### config.mk
export PLATFORM = sky130hd
export DESIGN_NAME = edge_delay_generate_flat
export DESIGN_NICKNAME = d
export VERILOG_FILES = /design/src/rtl/edge_delay_generate_if.sv /design/src/rtl/edge_delay_generate.sv /design/src/flat_wrapper.sv
export SDC_FILE = /design/constraint.sdc
export NUM_CORES = 1
export LEC_CHECK = 0
export CORE_UTILIZATION = 45
export CTS_CLUSTER_DIAMETER = 120
export DETAILED_ROUTE_END_ITERATION = 10
export PLACE_DENSITY = 0.71
export SYNTH_ARGS = -nofsm -noshare
export SYNTH_HDL_FRONTEND = slang
export SYNTH_SLANG_ARGS = --single-unit
### constraint.sdc
create_clock -name clk -period 1.7 [get_ports clk]
set_clock_uncertainty 0.05 [all_clocks]
set_input_delay 0.34 -clock clk [delete_from_list [all_inputs] [get_ports clk]]
set_output_delay 0.34 -clock clk [all_outputs]
set_load 0.005 [all_outputs]
### src/rtl/edge_delay_generate_if.sv
// edge_delay_generate_if: control inputs and status outputs of the edge-delay pulse generator
interface edge_delay_generate_if #(parameter int WIDTH = 4);
  logic             enable;
  logic [WIDTH-1:0] delay_value;
  logic [WIDTH-1:0] hold_value;
  logic             trigger;
  logic             output_value;
  logic             busy;
  logic             done;
  logic             trigger_drop;
  modport master (output enable, delay_value, hold_value, trigger,
                  input  output_value, busy, done, trigger_drop);
  modport slave  (input  enable, delay_value, hold_value, trigger,
                  output output_value, busy, done, trigger_drop);
endinterface

### src/rtl/edge_delay_generate.sv
// edge_delay_generate: triggered pulse with programmable assert delay, active width and recovery gap
module edge_delay_generate #(
  parameter int   WIDTH      = 4,
  parameter logic IDLE_LEVEL = 1'b0
) (
  input logic                  clk,
  input logic                  rst,
  edge_delay_generate_if.slave bus
);
  typedef enum logic [1:0] {IDLE, DELAY, ACTIVE, RECOVER} state_t;
  state_t           state_q, state_d;
  logic [WIDTH-1:0] cnt_q, cnt_d, d_q, d_d, h_q, h_d;
  logic             out_q, out_d, done_q, done_d, drop_q, drop_d;
  logic             d_last;
  assign d_last = cnt_q == d_q - WIDTH'(1);
  always_comb begin
    state_d = state_q;
    cnt_d   = cnt_q;
    d_d     = d_q;
    h_d     = h_q;
    out_d   = out_q;
    done_d  = 1'b0;
    drop_d  = bus.trigger && !(state_q == IDLE && bus.enable);
    case (state_q)
      IDLE: if (bus.trigger && bus.enable) begin
        d_d     = bus.delay_value;
        h_d     = bus.hold_value;
        cnt_d   = '0;
        state_d = bus.delay_value == '0 ? ACTIVE : DELAY;
        out_d   = bus.delay_value == '0 ? ~IDLE_LEVEL : IDLE_LEVEL;
      end
      DELAY: if (d_last) begin
        state_d = ACTIVE;
        cnt_d   = '0;
        out_d   = ~IDLE_LEVEL;
      end else cnt_d = cnt_q + WIDTH'(1);
      ACTIVE: if (cnt_q == h_q) begin
        state_d = d_q == '0 ? IDLE : RECOVER;
        cnt_d   = '0;
        out_d   = IDLE_LEVEL;
        done_d  = 1'b1;
      end else cnt_d = cnt_q + WIDTH'(1);
      RECOVER: if (d_last) begin
        state_d = IDLE;
        cnt_d   = '0;
      end else cnt_d = cnt_q + WIDTH'(1);
      default: state_d = IDLE;
    endcase
    // dropping enable abandons the pulse without signalling completion
    if (state_q != IDLE && !bus.enable) begin
      state_d = IDLE;
      cnt_d   = '0;
      out_d   = IDLE_LEVEL;
      done_d  = 1'b0;
    end
  end
  always_ff @(posedge clk) begin
    if (rst) begin
      state_q <= IDLE;
      cnt_q   <= '0;
      d_q     <= '0;
      h_q     <= '0;
      out_q   <= IDLE_LEVEL;
      done_q  <= 1'b0;
      drop_q  <= 1'b0;
    end else begin
      state_q <= state_d;
      cnt_q   <= cnt_d;
      d_q     <= d_d;
      h_q     <= h_d;
      out_q   <= out_d;
      done_q  <= done_d;
      drop_q  <= drop_d;
    end
  end
  assign bus.output_value = out_q;
  assign bus.busy         = state_q != IDLE;
  assign bus.done         = done_q;
  assign bus.trigger_drop = drop_q;
endmodule

### src/flat_wrapper.sv
// flat-port wrapper written by rule: the top's interface ports become plain ports
module edge_delay_generate_flat 
#(
  parameter int   WIDTH      = 4,
  parameter logic IDLE_LEVEL = 1'b0
)
  (clk, rst, bus_enable, bus_delay_value, bus_hold_value, bus_trigger, bus_output_value, bus_busy, bus_done, bus_trigger_drop);
  edge_delay_generate_if #(.WIDTH(WIDTH)) bus_i ();
  input logic clk;
  input logic rst;
  input wire logic [$bits(bus_i.enable)-1:0] bus_enable;
  input wire logic [$bits(bus_i.delay_value)-1:0] bus_delay_value;
  input wire logic [$bits(bus_i.hold_value)-1:0] bus_hold_value;
  input wire logic [$bits(bus_i.trigger)-1:0] bus_trigger;
  output wire logic [$bits(bus_i.output_value)-1:0] bus_output_value;
  output wire logic [$bits(bus_i.busy)-1:0] bus_busy;
  output wire logic [$bits(bus_i.done)-1:0] bus_done;
  output wire logic [$bits(bus_i.trigger_drop)-1:0] bus_trigger_drop;
  assign bus_i.enable = bus_enable;
  assign bus_i.delay_value = bus_delay_value;
  assign bus_i.hold_value = bus_hold_value;
  assign bus_i.trigger = bus_trigger;
  assign bus_output_value = bus_i.output_value;
  assign bus_busy = bus_i.busy;
  assign bus_done = bus_i.done;
  assign bus_trigger_drop = bus_i.trigger_drop;
  edge_delay_generate #(.WIDTH(WIDTH), .IDLE_LEVEL(IDLE_LEVEL)) u_core (.clk(clk), .rst(rst), .bus(bus_i));
endmodule
==> summary.txt <==
Avg Synthesized Cell Area = 9.27 um^2
Setup CP Type = reg -> reg
Core Area = 0.00204 mm^2
Fmax = 588 MHz
Synth Area in Compound Gates = 12.4%
CP arrival = 1.85 ns
Failing checks = setup timing
DIE WIDTH = 49.6 um
Site Rows = 16
Vias in the first global route = 904
Adder-Cell Fraction of Synth Area = 11.0%
DP Area = 0.00136 mm^2
First-pass GRT wire length = 3860 um
Fill cell count = 165
Die Ht = 49.6 um
CP bufs+invs = 0
Drt first-iter violations = 15
Final worst slack = -0.00105 ns
Synth cell count leaders = 17 x dfxtp_1, 12 x nor2_1, 9 x ha_1, 9 x mux2i_1, 8 x nand2_1
Non-Filler Instances = 176
CP endpoint kind = register
Crit-path max FO = 4
Final WL = 2270 um
Vias = 888
Post-synth EDFFs = 0
Fin Hold WS = 0.420 ns
Clock power frac = 15.1%
Largest family of logic cells by synthesized area = simple AND/OR/NAND/NOR gates
CP Data Required Time = 1.85 ns
Critical Path Stages = 5
Most used flip-flop cell after synthesis = dfxtp_1
Final ANT Viol Nets = 0
CTS H-Tree Depth = 1
Status = finished, violations left
Async SR Flop Fraction = 0%
Pin count of the biggest net entering global routing = 12
Internal power = 0.984 mW
Hold Path Class = reg -> reg
Slew @ Worst Pin = 0.395 ns
Worst slack, placed = -0.190 ns
Count of cell types in the netlist = 37
Post-Synth Simple-Gate Area = 20.0%
Share of cells above drive strength 1 = 34.2%
Antenna violations before repair = 0
VDD IR-drop max = 0.000670 V
Grt ovf = 0
Initial cell density of the core = 49.9%
Vias per cell = 5.05
Synthesis warning total = 0
Yosys top cell by area = dfxtp_1
Top-count cell post-synth = dfxtp_1
CTS Buf Count = 3
Syn Std Cell Area = 0.00102 mm^2
CTS Hold Bufs = 0
Final setup vio count = 1
XOR/XNOR share of the synthesized area = 9.94%
Yosys reg bits = 17
CTS tree = yes
Logic pwr share = 54.2%
Design Power = 1.58 mW
FF-to-FF path depth = 5
Post-layout util = 72.1%
Worst path cell trace = xor2_1 > o41ai_2 > or4_4 > nand2_2 > a221o_1
CTS Sinks = 17
Post-Syn Instances = 110
IO Count = 16
Deepest clock path buffer count = 2
Crit path time final = 1.70 ns
Delay-heaviest family, CP = compound AO/OA/AOI/OAI gates
Drt first pass iters = 4
Synth top area cells = dfxtp_1 33%, ha_1 11%, mux2i_1 8.8%, xor2_1 5.2%, nor2_1 4.4%
Inserted Diodes = 0
DRC = 0
Avg WL per Cell = 12.9 um
Power density over the cells = 1070 mW/mm^2
Fin Setup TNS = -0.00105 ns
Hold Path Depth = 2
Hold Fails Final Rpt = 0
Sequential area share after synthesis = 33.4%
Flop pwr share = 30.7%
DP Cell Count = 170
GP Congestion = 0.871
Final period utilization = 100%
Syn Nets = 131
Max-slew headroom = 73.4%
Fin area = 0.00147 mm^2
Total Nets Final = 171
Slowest-stage cell, CP = o41ai_2
Post-DP HPWL = 1720 um
Post-synthesis mux area share = 9.94%
Critical Path Max Stage Delay = 0.47 ns
Max_cap viols = 0
Leakage = 0.691 nW
GRT Util Overall = 20.8%
Count of pins over their slew limit = 0
Die area = 0.00246 mm^2
Sw frac = 37.6%
Clk Latency, worst-skew pair = 0.30 ns
Yosys top cell area share = 33.4%
P_sw = 0.592 mW
Root buffer cell = clkbuf_4
RSZ-0062 raised after global routing = yes
Area Overhead vs Synth = 44.3%
CP startpoint kind = register
PortBufs = 15
Worst-path clk slew = 0.12 ns
## cell families after synthesis
logic type,after synthesis
fa+ha+maj,9
flops,17
simple gates,40
xor+xnor,10
buf+inv,8
compound gates,16
mux,10
## registers in the layout (all words and copies together), names as in the netlist
register	count
u_core.bus.done	1
u_core.bus.output_value	1
u_core.bus.trigger_drop	1
u_core.cnt_q	4
u_core.d_q	4
u_core.h_q	4
u_core.state_q	2
## power groups by stage
| stage | Combinational (mW) | Clock (mW) | Sequential [mW] |
|---|---|---|---|
| global route | 0.925 | 0.260 | 0.488 |
| finish | 0.855 | 0.237 | 0.484 |
| global placement | 0.754 | 0 | 0.486 |
| CTS | 0.822 | 0.238 | 0.482 |
| detailed placement | 0.778 | 0 | 0.489 |
| floorplan | 0.461 | 0 | 0.498 |
## final cells by class
class / count / area [um^2] / area share [%]
multi-input combinational: 85 / 712 / 48.4
sequential: 17 / 347 / 23.6
timing repair buffer: 37 / 327 / 22.2
tap: 27 / 33.8 / 2.30
clock buffer: 3 / 22.5 / 1.53
inverter: 6 / 22.5 / 1.53
clock inverter: 1 / 7.51 / 0.510
## placed cells by master, fill, tap and decap left out, types with 2 or more instances in the layout
master and instances:
nor2_1 12, mux2i_1 9, xor2_2 3, xor2_1 3, clkbuf_4 3, dfxtp_1 12, dfxtp_2 5, a21boi_1 2
buf_4 21, o21ai_1 2, ha_4 2, clkdlybuf4s50_1 14, inv_1 3, nand2_1 8, nand3_1 4, xnor2_1 3
nand2b_1 2, ha_1 6, nor4_1 2, inv_2 3, a22o_1 2
## routing by layer
metal	wire length, um	track usage (%)	share of wire, %
met1	1100	25.2	48
met2	1090	37.2	48
met3	68	3.70	3.0
met4	12	5.71	0.53
met5	0	0	0
## worst register-to-register path: stages, from the launching register on
cell and delay (ns):
dfxtp_2 0.34, xor2_1 0.17, o41ai_2 0.47, or4_4 0.22, nand2_2 0.06, a221o_1 0.28
## worst paths after layout
| path | from | to | slack, ns |
|---|---|---|---|
| min reg2reg | u_core.bus.output_value | u_core.bus.output_value | 0.42 |
| max | u_core.cnt_q[0] | u_core.cnt_q[2] | -0.001 |
| max reg2reg | u_core.cnt_q[0] | u_core.cnt_q[2] | -0.001 |
| min | u_core.bus.output_value | u_core.bus.output_value | 0.42 |
## what timing repair did
| item | 4_1_cts | 5_1_grt |
|---|---|---|
| endpoints found under the setup margin | 6 | 7 |
| buffers inserted | 1 | 1 |
| gates resized for setup | 11 | 9 |
| pin swaps | 6 | 5 |
No activity file was read; power rests on OpenSTA's default activity.
